## src/rtl/xif_copro_alu_pkg.sv

```systemverilog
// Shared types and the single-cycle ALU function for the custom-0 XIF coprocessor.
package xif_copro_pkg;

    localparam logic [6:0] OPCODE_CUSTOM0 = 7'b0001011;

    // Buffer entries store ids zero-extended to this width, so X_ID_WIDTH may be up to 8.
    localparam int ID_W_MAX = 8;

    typedef enum logic [2:0] {
        OP_SADD    = 3'd0,
        OP_MIN     = 3'd1,
        OP_MAX     = 3'd2,
        OP_ABSDIFF = 3'd3,
        OP_MULLO   = 3'd4
    } copro_op_e;

    typedef struct packed {
        logic [ID_W_MAX-1:0] id;
        copro_op_e           op;
        logic [4:0]          rd;
        logic [31:0]         rs1;
        logic [31:0]         rs2;
        logic                committed;
        logic                killed;
        logic                valid;
    } copro_entry_t;

    typedef enum logic [1:0] {
        S_IDLE,
        S_BUSY,
        S_RESP
    } copro_state_e;

    // Results of the ops that finish in one cycle; MULLO is handled by the serial multiplier.
    function automatic logic [31:0] alu_single(input copro_op_e op,
                                               input logic [31:0] a,
                                               input logic [31:0] b);
        logic [32:0] sum;
        logic [31:0] res;
        sum = {a[31], a} + {b[31], b};
        res = '0;
        case (op)
            OP_SADD: begin
                // The two top bits of the sign-extended sum disagree only on overflow.
                if (sum[32] != sum[31]) res = sum[32] ? 32'h8000_0000 : 32'h7FFF_FFFF;
                else                    res = sum[31:0];
            end
            OP_MIN:     res = ($signed(a) < $signed(b)) ? a : b;
            OP_MAX:     res = ($signed(a) > $signed(b)) ? a : b;
            OP_ABSDIFF: res = (a >= b) ? (a - b) : (b - a);
            default:    res = '0;
        endcase
        return res;
    endfunction

endpackage

```

## src/rtl/xif_copro_mul_serial.sv

```systemverilog
// Shift-add 32x32 multiplier returning the low word, one multiplier bit per cycle.
// done is asserted during the 32nd step; product then already includes that step.
module xif_copro_mul_serial (
    input  logic        clk_i,
    input  logic        rst_ni,
    input  logic        start,
    input  logic [31:0] op_a,
    input  logic [31:0] op_b,
    output logic        busy,
    output logic        done,
    output logic [31:0] product
);

    logic [31:0] acc;
    logic [31:0] mcand;
    logic [31:0] mplier;
    logic [5:0]  cnt;
    logic [31:0] acc_next;

    assign acc_next = acc + (mplier[0] ? mcand : 32'd0);
    assign done     = busy && (cnt == 6'd1);
    assign product  = acc_next;

    // Load operands on start, then retire one multiplier bit per cycle down to terminal count.
    always_ff @(posedge clk_i or negedge rst_ni) begin
        if (!rst_ni) begin
            acc    <= '0;
            mcand  <= '0;
            mplier <= '0;
            cnt    <= '0;
            busy   <= 1'b0;
        end else if (start) begin
            acc    <= '0;
            mcand  <= op_a;
            mplier <= op_b;
            cnt    <= 6'd32;
            busy   <= 1'b1;
        end else if (busy) begin
            acc    <= acc_next;
            mcand  <= mcand << 1;
            mplier <= mplier >> 1;
            cnt    <= cnt - 6'd1;
            if (cnt == 6'd1) busy <= 1'b0;
        end
    end

endmodule

```

## src/rtl/xif_copro_alu.sv

```systemverilog
// Custom-0 XIF coprocessor: buffers issued instructions until commit/kill and
// executes them in issue order, returning rd through the result interface.
//
//  state  | meaning
//  S_IDLE | waiting for the head entry to be committed
//  S_BUSY | serial multiply in progress for the head entry
//  S_RESP | result offered; head is popped when the core takes it
module xif_copro_alu
    import xif_copro_pkg::*;
#(
    parameter int         X_ID_WIDTH  = 4,
    parameter int         X_NUM_RS    = 2,
    parameter int         X_RFR_WIDTH = 32,
    parameter int         DEPTH       = 4,
    parameter logic [6:0] OPCODE      = OPCODE_CUSTOM0
) (
    input  logic                            clk_i,
    input  logic                            rst_ni,
    input  logic                            compressed_valid,
    output logic                            compressed_ready,
    output logic                            compressed_resp_accept,
    output logic [31:0]                     compressed_resp_instr,
    input  logic                            issue_valid,
    output logic                            issue_ready,
    input  logic [31:0]                     issue_req_instr,
    input  logic [X_ID_WIDTH-1:0]           issue_req_id,
    input  logic [X_NUM_RS*X_RFR_WIDTH-1:0] issue_req_rs,
    input  logic [X_NUM_RS-1:0]             issue_req_rs_valid,
    output logic                            issue_resp_accept,
    output logic                            issue_resp_writeback,
    output logic                            issue_resp_dualwrite,
    output logic                            issue_resp_dualread,
    output logic [2:0]                      issue_resp_loadstore,
    output logic                            issue_resp_ecswrite,
    output logic                            issue_resp_exc,
    input  logic                            commit_valid,
    input  logic [X_ID_WIDTH-1:0]           commit_id,
    input  logic                            commit_kill,
    output logic                            result_valid,
    input  logic                            result_ready,
    output logic [X_ID_WIDTH-1:0]           result_id,
    output logic [31:0]                     result_data,
    output logic [4:0]                      result_rd,
    output logic                            result_we,
    output logic [5:0]                      result_ecsdata,
    output logic [2:0]                      result_ecswe,
    output logic                            result_exc,
    output logic [5:0]                      result_exccode,
    output logic                            result_err,
    output logic                            result_dbg
);

    localparam int PTR_W = $clog2(DEPTH);
    localparam int CNT_W = PTR_W + 1;

    copro_entry_t entries   [DEPTH];
    copro_entry_t entries_n [DEPTH];
    copro_entry_t head;

    logic [PTR_W-1:0] wr_ptr, rd_ptr;
    logic [CNT_W-1:0] count;
    logic             full;

    copro_state_e state, state_n;

    logic [2:0]          funct3;
    logic                cand;
    logic                push;
    logic                pop;
    logic [ID_W_MAX-1:0] commit_id_ext;
    logic [ID_W_MAX-1:0] issue_id_ext;

    logic        mul_start, mul_busy, mul_done;
    logic [31:0] mul_product;
    logic        res_load;
    logic [31:0] res_data_n;

    logic unused_inputs;
    assign unused_inputs = ^{compressed_valid, issue_req_instr[24:15], mul_busy};

    assign compressed_ready       = 1'b1;
    assign compressed_resp_accept = 1'b0;
    assign compressed_resp_instr  = '0;

    assign funct3 = issue_req_instr[14:12];
    assign cand   = (issue_req_instr[6:0] == OPCODE) && (issue_req_instr[31:25] == 7'd0)
                    && (funct3 <= 3'd4);

    assign full        = (count == CNT_W'(DEPTH));
    // Ready ignores a pop in the same cycle, keeping the handshake off the FSM path.
    assign issue_ready = !full && (!cand || (issue_req_rs_valid[1:0] == 2'b11));

    assign issue_resp_accept    = issue_valid && cand;
    assign issue_resp_writeback = issue_valid && cand;
    assign issue_resp_dualwrite = 1'b0;
    assign issue_resp_dualread  = 1'b0;
    assign issue_resp_loadstore = '0;
    assign issue_resp_ecswrite  = 1'b0;
    assign issue_resp_exc       = 1'b0;

    assign push          = issue_valid && issue_ready && cand;
    assign commit_id_ext = ID_W_MAX'(commit_id);
    assign issue_id_ext  = ID_W_MAX'(issue_req_id);
    assign head          = entries[rd_ptr];

    // Next buffer contents: retire head, write new entry, then apply commit so a
    // commit can hit the entry being pushed in the same cycle.
    always_comb begin
        entries_n = entries;
        if (pop) entries_n[rd_ptr].valid = 1'b0;
        if (push) begin
            entries_n[wr_ptr].id        = issue_id_ext;
            entries_n[wr_ptr].op        = copro_op_e'(funct3);
            entries_n[wr_ptr].rd        = issue_req_instr[11:7];
            entries_n[wr_ptr].rs1       = issue_req_rs[31:0];
            entries_n[wr_ptr].rs2       = issue_req_rs[63:32];
            entries_n[wr_ptr].committed = 1'b0;
            entries_n[wr_ptr].killed    = 1'b0;
            entries_n[wr_ptr].valid     = 1'b1;
        end
        if (commit_valid) begin
            for (int i = 0; i < DEPTH; i++) begin
                if (entries_n[i].valid && (entries_n[i].id == commit_id_ext)) begin
                    entries_n[i].committed = 1'b1;
                    if (commit_kill) entries_n[i].killed = 1'b1;
                end
            end
        end
    end

    // Buffer storage, circular pointers and occupancy.
    always_ff @(posedge clk_i or negedge rst_ni) begin
        if (!rst_ni) begin
            for (int i = 0; i < DEPTH; i++) entries[i] <= '0;
            wr_ptr <= '0;
            rd_ptr <= '0;
            count  <= '0;
        end else begin
            entries <= entries_n;
            if (push) wr_ptr <= wr_ptr + 1'b1;
            if (pop)  rd_ptr <= rd_ptr + 1'b1;
            case ({push, pop})
                2'b10:   count <= count + 1'b1;
                2'b01:   count <= count - 1'b1;
                default: count <= count;
            endcase
        end
    end

    // FSM state register.
    always_ff @(posedge clk_i or negedge rst_ni) begin
        if (!rst_ni) state <= S_IDLE;
        else         state <= state_n;
    end

    // Next-state, pop and execute decisions for the head entry.
    always_comb begin
        state_n    = state;
        pop        = 1'b0;
        mul_start  = 1'b0;
        res_load   = 1'b0;
        res_data_n = '0;
        case (state)
            S_IDLE: begin
                if (head.valid && head.committed) begin
                    if (head.killed) begin
                        pop = 1'b1;
                    end else if (head.op == OP_MULLO) begin
                        mul_start = 1'b1;
                        state_n   = S_BUSY;
                    end else begin
                        res_load   = 1'b1;
                        res_data_n = alu_single(head.op, head.rs1, head.rs2);
                        state_n    = S_RESP;
                    end
                end
            end
            S_BUSY: begin
                if (mul_done) begin
                    res_load   = 1'b1;
                    res_data_n = mul_product;
                    state_n    = S_RESP;
                end
            end
            S_RESP: begin
                if (result_ready) begin
                    pop     = 1'b1;
                    state_n = S_IDLE;
                end
            end
            default: state_n = S_IDLE;
        endcase
    end

    // Result fields are captured once and held stable while offered.
    always_ff @(posedge clk_i or negedge rst_ni) begin
        if (!rst_ni) begin
            result_id   <= '0;
            result_data <= '0;
            result_rd   <= '0;
        end else if (res_load) begin
            result_id   <= head.id[X_ID_WIDTH-1:0];
            result_data <= res_data_n;
            result_rd   <= head.rd;
        end
    end

    assign result_valid   = (state == S_RESP);
    assign result_we      = result_valid;
    assign result_ecsdata = '0;
    assign result_ecswe   = '0;
    assign result_exc     = 1'b0;
    assign result_exccode = '0;
    assign result_err     = 1'b0;
    assign result_dbg     = 1'b0;

    xif_copro_mul_serial u_mul (
        .clk_i   (clk_i),
        .rst_ni  (rst_ni),
        .start   (mul_start),
        .op_a    (head.rs1),
        .op_b    (head.rs2),
        .busy    (mul_busy),
        .done    (mul_done),
        .product (mul_product)
    );

endmodule

```

## config.mk

```make
export PLATFORM = sky130hd
export DESIGN_NAME = xif_copro_alu
export DESIGN_NICKNAME = d
export VERILOG_FILES = /design/src/rtl/xif_copro_alu_pkg.sv /design/src/rtl/xif_copro_mul_serial.sv /design/src/rtl/xif_copro_alu.sv
export SDC_FILE = /design/constraint.sdc
export NUM_CORES = 1
export LEC_CHECK = 0
export ABC_AREA = 1
export CORE_MARGIN = 3
export CORE_UTILIZATION = 60
export CTS_CLUSTER_SIZE = 20
export DETAILED_ROUTE_END_ITERATION = 10
export MAX_ROUTING_LAYER = met4
export PLACE_DENSITY_LB_ADDON = 0.05
export SYNTH_ARGS = -nofsm -noshare
export SYNTH_HDL_FRONTEND = slang
export SYNTH_SLANG_ARGS = --single-unit
```

## constraint.sdc

```tcl
create_clock -name clk_i -period 8.8 [get_ports clk_i]
set_input_delay 2.2 -clock clk_i [delete_from_list [all_inputs] [get_ports clk_i]]
set_output_delay 2.2 -clock clk_i [all_outputs]
set_load 0.02 [all_outputs]
```

==> reports/metrics.yaml, run 1 <==
placed_design:
  gp_congestion: 1.03
  dp.cells: 5344
  hpwl_mm: 70.2
  port-buffer-count: 147
sta:
  finalCritPeriodShare: 0.711
  fin_crit_ns: 6.26
  finalSetupTns_ns: 0
  worst_pin_slew_ns: 1.08
  report.final.slew_viol_count: 0
  slew_headroom: 0.280
  setup_viol: 0
  rsz0062_at_grt: "false"
  finClkSkew_ns: 0.0459
  max_clock_freq_mhz: 160
  finalHoldViolCount: 0
cts:
  clk_pin_slew_worst_paths_ns: 0.06
  cts-root-buf: "clkbuf_16"
  cts_hold_buf: 0
  clk-insertion-delay-late_ns: 0.61
  cts_setup_buffers: 0
  cts_repair_resize_count: 0
  tritoncts: "built"
  cts_buffer_depth: 3
  cts-htree-levels: 2
  cts_buffers: 52
  clock_sinks: 485
synthesis:
  syn-cell-area_um2: 32700
  ys_seq_elements: 485
  syn-mean-instance-area_um2: 6.96
  synthDistinctLibCells: 52
  post_synth_xor_area_fraction: 0.0241
  yosys_most_used_dff: "dfrtp_1"
  yosysWarnings: 0
  async_reset_ff_frac: 1.00
  syn_inst: 4697
  synthSimpleGateAreaFrac: 0.280
  synth_top_family_by_area: "simple AND/OR/NAND/NOR gates"
  muxShareOfSynthArea: 0
  synth-edff-count: 0
  synthAdderAreaFrac: 0.0555
  seq_area_frac_synth: 0.371
  synth_compound_area_frac: 0.153
worst_setup_path:
  startpoint_type: "input port"
  crit_slowest_cell: "clkdlybuf4s50_1"
  worst_path_largest_cell_delay_ns: 0.60
  crit_fanout: 5
  path_class: "input port to primary output"
  path_cells: "clkdlybuf4s50_1 -> inv_1 -> a21oi_1 -> nor2_1 -> nand2_1 -> nand2_1 -> inv_1 -> clkdlybuf4s50_1"
  crit_arrival_ns: 4.06
  end_kind: "primary output"
  required_ns: 6.60
power:
  irDropWorstVdd_mv: 0.329
  powerDensity_nw_per_um2: 389
  leakage_nw: 18.5
route:
  drc: 0
  wire_per_inst_um: 17.8
  dr.pass1.iters: 9
  first_iter_violations: 3146
  vias_per_cell: 5.64
  drtAntennaViolNets: 0
  via_count: 30600
  routed_wl_mm: 96.9
grt:
  top_usage_layer: "met2"
  antenna_found_initial: 0
  overflow: 0
  grt_pass1_vias: 28300
  grt_first_pass_wirelength_mm: 153
  grt_usage: 0.346
  use_met1: 0.502
  gr-usage-met2: 0.510
  grt_max_degree: 139
  grtUsageMet3: 0.0444
status:
  outcome: "finished clean"
cells_and_area:
  antenna_cells: 0
  drive_above_1_share: 0.0409
  layoutNonFillerInstCount: 5432
  fillers: 4833
  area_growth_pct: 9.33
  nets: 4965
floorplan:
  io_pins: 218
  fp.dieH_um: 239
  dieArea_um2: 57300
  core_um2: 53200
  fp.dieW_um: 239
  fp-row-count: 84
  start_util: 0.615
min_path:
  worstHoldPathType: "flop to flop"
job:
  cap_violations: 0
## stage by stage
step	power [W]	cell area, µm²	hold slack (ns)	setup slack [ns]	utilization
final	0.0139	35700	0.464	2.54	0.672
after CTS	0.0137	35700	0.464	2.55	0.672
after global placement	0.0114	34000	0.443	2.57	0.640
after detailed placement	0.0114	34000	0.447	2.55	0.640
after global routing	0.0150	35700	0.496	2.39	0.672
after floorplan	0.00926	32900	0.431	3.42	-
## critical path: cells and delay by family
family          cells  cell delay (ns)
buf+inv             4             1.21
simple gates        3             0.41
compound gates      1             0.24
## logic make-up (layout without fill, tap and decap cells)
| family | after synthesis | in the layout |
|---|---|---|
| flip-flops | 485 | 485 |
| AO/OA/AOI/OAI | 836 | 836 |
| buffers and inverters | 875 | 865 |
| XOR/XNOR | 90 | 90 |
| adder cells (fa/ha/maj) | 142 | 142 |
| AND/OR/NAND/NOR | 2267 | 2267 |
| other | 2 | 59 |
## cells in the mapped netlist (12+ instances only)
| cell type | number | area (µm²) |
|---|---|---|
| ha_1 | 137 | 1710 |
| nor2_1 | 240 | 901 |
| nor3_1 | 19 | 95.1 |
| nand3_1 | 250 | 1250 |
| a21oi_1 | 199 | 996 |
| o221ai_1 | 51 | 447 |
| nand2_2 | 22 | 138 |
| inv_1 | 572 | 2150 |
| nand2_1 | 1662 | 6240 |
| buf_2 | 94 | 470 |
| o211ai_1 | 36 | 270 |
| a32oi_1 | 64 | 561 |
| o21ai_0 | 382 | 1910 |
| xor2_1 | 80 | 701 |
| o21bai_1 | 39 | 293 |
| nand4_1 | 32 | 200 |
| dfrtp_1 | 485 | 12100 |
| clkbuf_1 | 85 | 319 |
| inv_2 | 20 | 75.1 |
| buf_4 | 81 | 608 |
| a31oi_1 | 12 | 75.1 |
## state kept, by name, summed over array words and instances (netlist names)
| name | count |
|---|---|
| result_id | 4 |
| u_mul.mcand | 32 |
| result_rd | 5 |
| u_mul.mplier | 32 |
| u_mul.busy | 1 |
| wr_ptr | 2 |
| count | 3 |
| u_mul.acc | 32 |
| u_mul.cnt | 6 |
| result_data | 32 |
| entries | 332 |
| state | 2 |
| rd_ptr | 2 |
## cell usage in the layout, fill, tap and decap left out, types with 52 or more instances in the layout
| cell type | Yosys | final |
|---|---|---|
| a21oi_1 | 199 | 199 |
| a32oi_1 | 64 | 64 |
| clkbuf_16 | 0 | 52 |
| clkdlybuf4s50_1 | 0 | 146 |
| conb_1 | 2 | 59 |
| dfrtp_1 | 485 | 484 |
| ha_1 | 137 | 137 |
| inv_1 | 572 | 572 |
| nand2_1 | 1662 | 1658 |
| nand3_1 | 250 | 250 |
| nor2_1 | 240 | 239 |
| o21ai_0 | 382 | 382 |
| xor2_1 | 80 | 80 |
## report_power, final
| group | leakage [nW] | internal, W | switching, W |
|---|---|---|---|
| Sequential | 6.50 | 0.00247 | 0.000164 |
| Combinational | 11.2 | 0.00262 | 0.00647 |
| Clock | 0.824 | 0.00128 | 0.000895 |
## cell type report
cell class | instances | area [µm²] | area share
Tap cell | 688 | 861 | 0.0241
Clock inverter | 14 | 220 | 0.00616
Inverter | 597 | 2250 | 0.0628
Multi-Input combinational cell | 3394 | 17000 | 0.476
Timing Repair Buffer | 180 | 1770 | 0.0496
Clock buffer | 74 | 1470 | 0.0412
Sequential cell | 485 | 12100 | 0.340
## per-layer routing
layer	part of all wire	wire (µm)
met5	0	0
met4	0.031	2970
met3	0.076	7370
met2	0.44	42400
met1	0.46	44100
## worst paths after layout
| path | from | endpoint | slack [ns] | cells after the start |
|---|---|---|---|---|
| min in group asynchronous | rst_ni | entries[159] | 1.59 | 1 |
| max reg2reg | rd_ptr[0] | result_data[3] | 2.92 | 19 |
| min | entries[79] | entries[79] | 0.46 | 2 |
| max in group asynchronous | rst_ni | entries[197] | 5.28 | 3 |
| max | issue_req_instr[12] | issue_ready | 2.54 | 8 |
| min reg2reg | entries[79] | entries[79] | 0.46 | 2 |
Power figures use the tool's default switching activity.
==> run 2: changes to the inputs <==
--- a/config.mk
+++ b/config.mk
@@ -7,7 +7,7 @@
 export LEC_CHECK = 0
 export ABC_AREA = 1
 export CORE_MARGIN = 3
-export CORE_UTILIZATION = 60
+export CORE_UTILIZATION = 55
 export CTS_CLUSTER_SIZE = 20
 export DETAILED_ROUTE_END_ITERATION = 10
 export MAX_ROUTING_LAYER = met4
==> constraint.sdc (replaced) <==
create_clock -name clk_i -period 5.2 [get_ports clk_i]
set_input_delay 1.3 -clock clk_i [delete_from_list [all_inputs] [get_ports clk_i]]
set_output_delay 1.3 -clock clk_i [all_outputs]
set_load 0.02 [all_outputs]
==> run 2 against run 1 <==
  * Core utilization is 4.0 points lower
  * Global-route usage is 2.0 points lower
  * Die area is 8.9% higher
  * Final cell count is 3.4% higher
  * Wire length is 4.6% higher
  * First-iteration DRC count is 14% lower
  * Total power is 78% higher
  * Critical endpoint is now result_data[19]
==> reports/metrics.yaml, run 2 (synthesized netlist as in run 1, its figures left out) <==
cts:
  clk-insertion-delay-late_ns: 0.63
  cts_buffer_depth: 3
  cts_setup_buffers: 0
  cts_hold_buf: 0
  tritoncts: "built"
  clock_sinks: 485
  cts-htree-levels: 2
  clk_pin_slew_worst_paths_ns: 0.06
  cts-root-buf: "clkbuf_16"
  cts_buffers: 52
  cts_repair_resize_count: 0
sta:
  max_clock_freq_mhz: 211
  slew_headroom: 0.333
  finalHoldViolCount: 0
  report.final.slew_viol_count: 0
  worst_pin_slew_ns: 0.997
  setup_viol: 0
  finClkSkew_ns: 0.0556
  fin_crit_ns: 4.74
  finalSetupTns_ns: 0
  rsz0062_at_grt: "false"
  finalCritPeriodShare: 0.912
  hold_slack_ns: 0.461
worst_setup_path:
  cp_top_family: "simple AND/OR/NAND/NOR gates"
  crit_buf_inv: 4
  worst_path_largest_cell_delay_ns: 0.60
  path_class: "flop to flop"
  reg2reg_slack_ns: 0.46
  reg2reg_to: "result_data[19]"
  crit_slowest_cell: "a32oi_1"
  path_cells: "inv_4 -> buf_4 -> nand2_1 -> a32oi_1 -> ha_1 -> inv_1 -> fa_1 -> nand3_1 -> nand3_2 -> nand2_1 -> nand2_2 -> nand2_1 -> nand2_2 -> nand2_2 -> nand2_4 -> nor2_4 -> buf_4 -> nand2_1 -> nand3_1 -> nand2_1 -> o21bai_1 -> nand2_1"
  required_ns: 5.65
  rr_startpoint: "rd_ptr[0]"
  crit_arrival_ns: 5.19
  cpMostUsedCell: "nand2_1"
  startpoint_type: "flop"
  crit_fanout: 21
  startpoint: "rd_ptr[0]"
  end_kind: "flop"
  rr_worst_depth: 22
grt:
  overflow: 0
  grt_pass1_vias: 28500
  grt_first_pass_wirelength_mm: 158
  grt_max_degree: 99
  grt_usage: 0.326
  antenna_found_initial: 0
placed_design:
  port-buffer-count: 147
  gp_congestion: 1.04
  hpwl_mm: 77.2
min_path:
  worstHoldEndpoint: "entries[81]"
  worstHoldPathType: "flop to flop"
  hold_depth: 2
  hp-start: "entries[81]"
cells_and_area:
  fillers: 5478
  regMostFlops: "entries"
  area_growth_pct: 12.6
  final_cell_mix: "nand2_1 (1658), inv_1 (572), dfrtp_1 (484), o21ai_0 (382), nand3_1 (250)"
  antenna_cells: 0
  largest_reg_flops: 332
  layout.cells.most_common: "nand2_1"
  drive_above_1_share: 0.0624
  nets: 5070
route:
  routed_wl_mm: 101
  drc: 0
  first_iter_violations: 2695
  wire_per_inst_um: 18.0
  via_count: 30700
  dr.pass1.iters: 6
  vias_per_cell: 5.47
  drtAntennaViolNets: 0
floorplan:
  start_util: 0.561
  dieArea_um2: 62400
  io_pins: 218
  fp-row-count: 88
  fp.dieH_um: 250
  fp.dieW_um: 250
  core_um2: 58200
power:
  irDropWorstVdd_mv: 0.583
  leakage_nw: 19.1
  powerDensity_nw_per_um2: 670
status:
  outcome: "finished clean"
job:
  cap_violations: 0
==> run 2: changes by cell type in the layout (fill, tap and decap cells not counted), sizes merged <==
cell      change
inv           +4
clkinv        +2
clkinvlp      +1
bufinv        -1
clkbuf        -3
buf         +105
==> run 2: cell type report <==
type                       count  area [µm²]  area share
inverter                     597        2250      0.0610
sequential                   485       12100       0.330
clock inverter                20         234     0.00635
multi-input combinational   3394       17000       0.462
clock buffer                  71        1440      0.0392
timing repair buffer         285        2780      0.0754
tap                          765         957      0.0260
==> run 2: per-layer routing <==
layer,routed length [µm],up-vias,track usage
li1,-,15200,-
met1,47400,14400,0.479
met2,44600,982,0.484
met3,6480,165,0.0283
met4,2880,0,0.0950
met5,0,-,-
==> run 2: tightest hold or removal path: stages, from the launching register on <==
cell and delay [ns]:
dfrtp_1 0.32, nand2_1 0.06, inv_1 0.05
==> run 2: how the worst max path moves through the flow <==
stage,endpoint,cells past startpoint,slack (ns)
2_1_floorplan,result_data[1],24,1.49
3_3_place_gp,result_data[25],25,0.68
3_5_place_dp,result_data[25],25,0.64
4_1_cts,result_data[25],25,0.56
5_1_grt,result_data[30],25,0.22
6_report,result_data[19],22,0.46
==> run 2: power by group <==
| group | internal (W) | switching (W) | total, W |
|---|---|---|---|
| Sequential | 0.00418 | 0.000273 | 0.00446 |
| Clock | 0.00210 | 0.00156 | 0.00367 |
| Combinational | 0.00530 | 0.0113 | 0.0166 |
| Total | 0.0116 | 0.0131 | 0.0247 |
==> run 2: per-stage QoR <==
stage               setup WS, ns  total power (W)   util  cell area [µm²]  std cells
CTS                        0.564           0.0244  0.632            36800       5617
finish                     0.457           0.0247  0.632            36800       5617
global route               0.223           0.0266  0.632            36800       5617
global placement           0.681           0.0206  0.603            35100       5526
floorplan                   1.49           0.0157      -            32900       4754
detailed placement         0.636           0.0207  0.603            35100       5526
